### config.mk
export PLATFORM = sky130hd
export DESIGN_NAME = instruction_memory_loader
export DESIGN_NICKNAME = d
export VERILOG_FILES = /design/src/rtl/instruction_memory_loader.sv
export SDC_FILE = /design/constraint.sdc
export NUM_CORES = 1
export LEC_CHECK = 0
export CORE_ASPECT_RATIO = 0.75
export CORE_MARGIN = 1.5
export CORE_UTILIZATION = 55
export CTS_CLUSTER_SIZE = 8
export DETAILED_ROUTE_END_ITERATION = 8
export PLACE_DENSITY = 0.86
export SYNTH_ARGS = -nofsm -noshare
export SYNTH_HDL_FRONTEND = slang
export SYNTH_SLANG_ARGS = --single-unit
### constraint.sdc
create_clock -name system_clock -period 8.7 [get_ports system_clock]
set_input_delay 2.175 -clock system_clock [delete_from_list [all_inputs] [get_ports system_clock]]
set_output_delay 2.175 -clock system_clock [all_outputs]
set_load 0.01 [all_outputs]
### src/rtl/instruction_memory_loader.sv
// Instruction memory port owner: byte-serial program loader, then hands the port to fetch.
// Optional running word checksum enabled by defining IMEM_LOADER_CHECKSUM_EN.
module instruction_memory_loader #(
  parameter int SIZE_EXP2 = 10
) (
  input  logic                 system_clock,
  input  logic                 reset,
  input  logic                 load_start,
  input  logic                 load_valid,
  input  logic [7:0]           load_byte,
  input  logic                 load_last,
  output logic                 load_ready,
  output logic                 load_done,
  output logic                 load_overflow,
  output logic [SIZE_EXP2:0]   load_word_count,
  input  logic [SIZE_EXP2-1:0] fetch_address,
  output logic                 fetch_valid,
  output logic                 cpu_run,
  output logic [SIZE_EXP2-1:0] mem_address,
  output logic                 mem_write_enable,
  output logic [31:0]          mem_write_data,
  output logic [31:0]          load_checksum
);

  localparam logic [SIZE_EXP2-1:0] LAST_ADDR = '1;
  localparam logic [SIZE_EXP2-1:0] ADDR_ONE  = 1;
  localparam logic [SIZE_EXP2:0]   COUNT_ONE = 1;

  typedef enum logic [1:0] {HALT, LOAD, WRITE, RUN} state_t;

  state_t               state;
  logic [SIZE_EXP2-1:0] word_addr;
  logic [SIZE_EXP2-1:0] write_addr;
  logic [1:0]           byte_idx;
  logic [31:0]          assembly;
  logic [31:0]          assembly_next;
  logic                 last_seen;
  logic                 write_strobe;

  always_comb begin
    assembly_next = assembly;
    case (byte_idx)
      2'd0: assembly_next[31:24] = load_byte;
      2'd1: assembly_next[23:16] = load_byte;
      2'd2: assembly_next[15:8]  = load_byte;
      2'd3: assembly_next[7:0]   = load_byte;
      default: assembly_next = assembly;
    endcase
  end

  assign load_ready  = (state == LOAD);
  assign mem_address = fetch_valid ? fetch_address : write_addr;
  // A restart arriving during WRITE must suppress that cycle's strobe.
  assign mem_write_enable = write_strobe & ~load_start;

  always_ff @(posedge system_clock or posedge reset) begin
    if (reset) begin
      state           <= HALT;
      word_addr       <= '0;
      write_addr      <= '0;
      byte_idx        <= '0;
      assembly        <= '0;
      last_seen       <= 1'b0;
      write_strobe    <= 1'b0;
      mem_write_data  <= '0;
      load_word_count <= '0;
      load_done       <= 1'b0;
      load_overflow   <= 1'b0;
      cpu_run         <= 1'b0;
      fetch_valid     <= 1'b0;
    end else begin
      load_done <= 1'b0;
      if (load_start) begin
        state           <= LOAD;
        word_addr       <= '0;
        write_addr      <= '0;
        byte_idx        <= '0;
        assembly        <= '0;
        last_seen       <= 1'b0;
        write_strobe    <= 1'b0;
        load_word_count <= '0;
        load_overflow   <= 1'b0;
        cpu_run         <= 1'b0;
        fetch_valid     <= 1'b0;
      end else begin
        case (state)
          LOAD: begin
            if (load_valid) begin
              assembly <= assembly_next;
              if (byte_idx == 2'd3 || load_last) begin
                state          <= WRITE;
                write_strobe   <= 1'b1;
                write_addr     <= word_addr;
                mem_write_data <= assembly_next;
                last_seen      <= load_last;
              end else begin
                byte_idx <= byte_idx + 2'd1;
              end
            end
          end
          WRITE: begin
            write_strobe    <= 1'b0;
            load_word_count <= load_word_count + COUNT_ONE;
            // The top word ends the load; the address is never allowed to wrap.
            if (last_seen || word_addr == LAST_ADDR) begin
              state         <= RUN;
              load_done     <= 1'b1;
              cpu_run       <= 1'b1;
              fetch_valid   <= 1'b1;
              load_overflow <= ~last_seen;
            end else begin
              state     <= LOAD;
              word_addr <= word_addr + ADDR_ONE;
              byte_idx  <= '0;
              assembly  <= '0;
            end
          end
          default: ;
        endcase
      end
    end
  end

`ifdef IMEM_LOADER_CHECKSUM_EN
  logic [31:0] checksum_sum;

  always_ff @(posedge system_clock or posedge reset) begin
    if (reset)
      checksum_sum <= '0;
    else if (load_start)
      checksum_sum <= '0;
    else if (state == WRITE)
      checksum_sum <= checksum_sum + mem_write_data;
  end

  assign load_checksum = checksum_sum;
`else
  assign load_checksum = '0;
`endif

endmodule

==> out/metrics.cfg <==
[layout]
antenna_cells = 0
layout.cell_area.non_filler_um2 = 6077
multi_input_area_um2 = 2150
final_net_count = 545
mostFrequentLayoutCells = sky130_fd_sc_hd__dfrtp_1 (104), sky130_fd_sc_hd__clkdlybuf4s50_1 (81), sky130_fd_sc_hd__a21oi_1 (71), sky130_fd_sc_hd__a22o_1 (43), sky130_fd_sc_hd__mux2i_1 (33)
mostFrequentLayoutCell = sky130_fd_sc_hd__dfrtp_1
stdcell_count = 633
register_area_um2 = 2603
layout-drive-gt1-share_pct = 7.869
n_fill_cell = 663
area.growth.synth_to_final_pct = 19.96
utilization_pct = 67.46

[cts]
htree_levels = 3
hold_buffers = 0
postCtsSetupBuffers = 0
cts_buffers = 9
post_cts_resized = 0
cts_tree = done
clkSinkCount = 104
clockBufferDepth = 2
cts.root.buffer_cell = sky130_fd_sc_hd__clkbuf_16
clkTransAtPathRegs_ns = 0.07
worstSkewPairLatency_ns = 0.34

[critical_path]
setup.worst_path.class = in2out
slowest_stage_cell_cp = sky130_fd_sc_hd__clkdlybuf4s50_1
critical_path.max_fanout = 37
setup.reg_to_reg.worst_slack_ns = 6.00
reg2regPathDepth = 6
critical_path.endpoint_type = primary output
worst-endpoint-arrival_ns = 3.64
cp.buffers_inverters = 3
critPathMaxStageDelay_ns = 0.50
crit-reg2reg-capture = mem_write_data[18]$_DFFE_PP0P_
cp_data_required_time_ns = 6.53
setup_crit_start_kind = input pin
cell_breakdown_of_the_critical_path = clkdlybuf4s50_1 -> buf_4 -> nor2b_1 -> clkdlybuf4s50_1
timing.rr.start = byte_idx[0]$_DFFE_PP0P_
critical_path.most_common_cell = sky130_fd_sc_hd__clkdlybuf4s50_1
cpLargestDelayFamily = buffers and inverters

[flow_run]
max_cap_violations = 0

[worst_hold_path]
min_delay_path_depth = 1
min_delay_worst_endpoint = write_strobe$_DFFE_PP0P_
min-delay-start = write_strobe$_DFFE_PP0P_
hold_path_class = reg2reg

[power_and_ir_drop]
power_density_nw_per_um2 = 204.1
worst_ir_drop_vdd_mv = 0.08969
p_total_mw = 1.240
leakagePower_nw = 2.675

[grt]
grt_usage_pct = 24.61
wire_length_of_the_first_global_routing_pass_um = 18860
grt_antenna_before_repair = 0
number_of_global_route_vias_before_repair = 3700
grt_overflow_total = 0
grt_start_max_net_pins = 59

[routing]
initialDrtViolationCount = 208
routed_wl_um = 11390
final_antenna_net_count = 0
route.detailed.wl_per_inst_um = 17.99
viasPerCell = 5.949
vias = 3766
firstDrtPassIters = 4
drc = 0

[timing]
final.period_utilization_pct = 66.88
max_freq_ghz = 0.1719
transition_time_at_the_pin_with_the_least_slew_margin_ns = 0.8190
timing.final.crit_period_ns = 5.818
finalMaxSlewViolations = 0
fin_worst_hold_slack_ns = 0.4893
finalSetupTns_ns = 0
max_transition_margin_pct = 45.40
total_count_of_hold_check_failures_in_the_final_report = 0
report.final.setup_viol = 0
setup_repair_after_global_routing_missed_its_margin = false
timing.final.ws_setup_ns = 2.882
finalClockSkew_ns = 0.005627

[status]
run_status = complete, no violations

[place]
dp.cells = 617
post-place-ws_ns = 2.903
place.detailed.hpwl_um = 7462
post_dp_cell_area_um2 = 5769
buffer_ports.inserted = 81
gpl.final_weighted_congestion = 0.8278

[synthesis]
syn_avg_cell_area_um2 = 11.04
ys_ff_latch = 104
synth_area_um2 = 5066
yosys_warnings = 0
yosys.cell_types.count = 49
ys_dominant_reg_cell = sky130_fd_sc_hd__dfrtp_1
post_synth_inst_count = 459
synth_async_sr_flop_share_pct = 100.0
synth_edf_count = 0
seq_area_frac_synth_pct = 51.37

[floorplan]
std_cell_rows = 30
core_area_um2 = 9009
dieHeight_um = 86.12
start_util_pct = 56.24
design.die.area_um2 = 9802
ios = 114
fp.dieW_um = 113.8

## cell usage after synthesis (2+ instances only)
master                     instances  area share (%)
sky130_fd_sc_hd__inv_1             7            0.52
sky130_fd_sc_hd__and4b_1           2            0.40
sky130_fd_sc_hd__a31oi_1           2            0.25
sky130_fd_sc_hd__o21ai_0           5            0.49
sky130_fd_sc_hd__clkbuf_1         12            0.89
sky130_fd_sc_hd__a21oi_1          71             7.0
sky130_fd_sc_hd__and4_1            2            0.35
sky130_fd_sc_hd__nand2_1           6            0.44
sky130_fd_sc_hd__and3_1            4            0.49
sky130_fd_sc_hd__nor2_1           20             1.5
sky130_fd_sc_hd__nor2b_1           3            0.37
sky130_fd_sc_hd__a22o_1           43             7.4
sky130_fd_sc_hd__xor2_1           11             1.9
sky130_fd_sc_hd__or3_1             2            0.25
sky130_fd_sc_hd__o31ai_1           3            0.44
sky130_fd_sc_hd__mux2_2           10             2.2
sky130_fd_sc_hd__nand4_1           2            0.25
sky130_fd_sc_hd__nor3_1            5            0.49
sky130_fd_sc_hd__buf_2             7            0.69
sky130_fd_sc_hd__buf_4            33             4.9
sky130_fd_sc_hd__nand2b_1          6            0.74
sky130_fd_sc_hd__buf_1            18             1.3
sky130_fd_sc_hd__or4_1             2            0.30
sky130_fd_sc_hd__a211oi_1          2            0.30
sky130_fd_sc_hd__and2_1            7            0.86
sky130_fd_sc_hd__nand3_1           8            0.79
sky130_fd_sc_hd__mux2i_1          33             6.5
sky130_fd_sc_hd__ha_1              6             1.5
sky130_fd_sc_hd__a31oi_4           4             1.7
sky130_fd_sc_hd__dfrtp_1         104              51
## worst register-to-register path, cell delays in order, from the launching register on
cell and delay (ns):
sky130_fd_sc_hd__dfrtp_1 0.41, sky130_fd_sc_hd__ha_1 0.54, sky130_fd_sc_hd__or2_2 0.24, sky130_fd_sc_hd__and3_1 0.18
sky130_fd_sc_hd__and2_1 0.67, sky130_fd_sc_hd__buf_4 0.41, sky130_fd_sc_hd__a21oi_1 0.13
## where the power goes
part | internal [mW] | switching, mW
registers | 0.535 | 0.0318
logic | 0.131 | 0.131
clock network | 0.231 | 0.180
## cell type report
class | count | area share [%]
flip-flops and latches | 104 | 42.82
multi-input cells | 308 | 35.37
repair buffers | 86 | 13.96
clock buffers | 10 | 3.932
well taps | 112 | 2.306
clock inverters | 6 | 1.132
inverters | 7 | 0.4735
## worst max-delay path by stage
| stage | startpoint | cells after the start | end |
|---|---|---|---|
| floorplan | load_start | 3 | mem_write_enable |
| global placement | load_start | 4 | mem_write_enable |
| detailed placement | load_start | 4 | mem_write_enable |
| CTS | load_start | 4 | mem_write_enable |
| global route | load_start | 4 | mem_write_enable |
| finish | load_start | 4 | mem_write_enable |
## kinds of logic after synthesis
| group | Yosys count | share of synthesized area [%] |
|---|---|---|
| buffers and inverters | 78 | 8.545 |
| other | 1 | 0.07402 |
| muxes | 43 | 8.743 |
| AOI/OAI and AO/OA | 137 | 18.75 |
| adders and majority gates | 6 | 1.482 |
| xor gates and xnor gates | 12 | 2.075 |
| DFF | 104 | 51.37 |
| and+or+nand+nor | 78 | 8.965 |
## metal layers
| metal | GRT usage (%) | part of all wire, % | up-vias |
|---|---|---|---|
| met3 | 4.947 | 5.5 | 15 |
| met4 | 7.614 | 1.1 | 0 |
| met2 | 38.94 | 49 | 131 |
| li1 | - | - | 1699 |
| met5 | 0 | 0 | - |
| met1 | 34.61 | 45 | 1921 |
## flip-flops by register name, indices dropped and copies added, names as in the netlist
signal	count
load_overflow	1
state	2
word_addr	10
mem_write_data	32
assembly	32
byte_idx	2
last_seen	1
load_done	1
load_word_count	11
write_addr	10
write_strobe	1
cpu_run	1
Power figures use the tool's default switching activity.
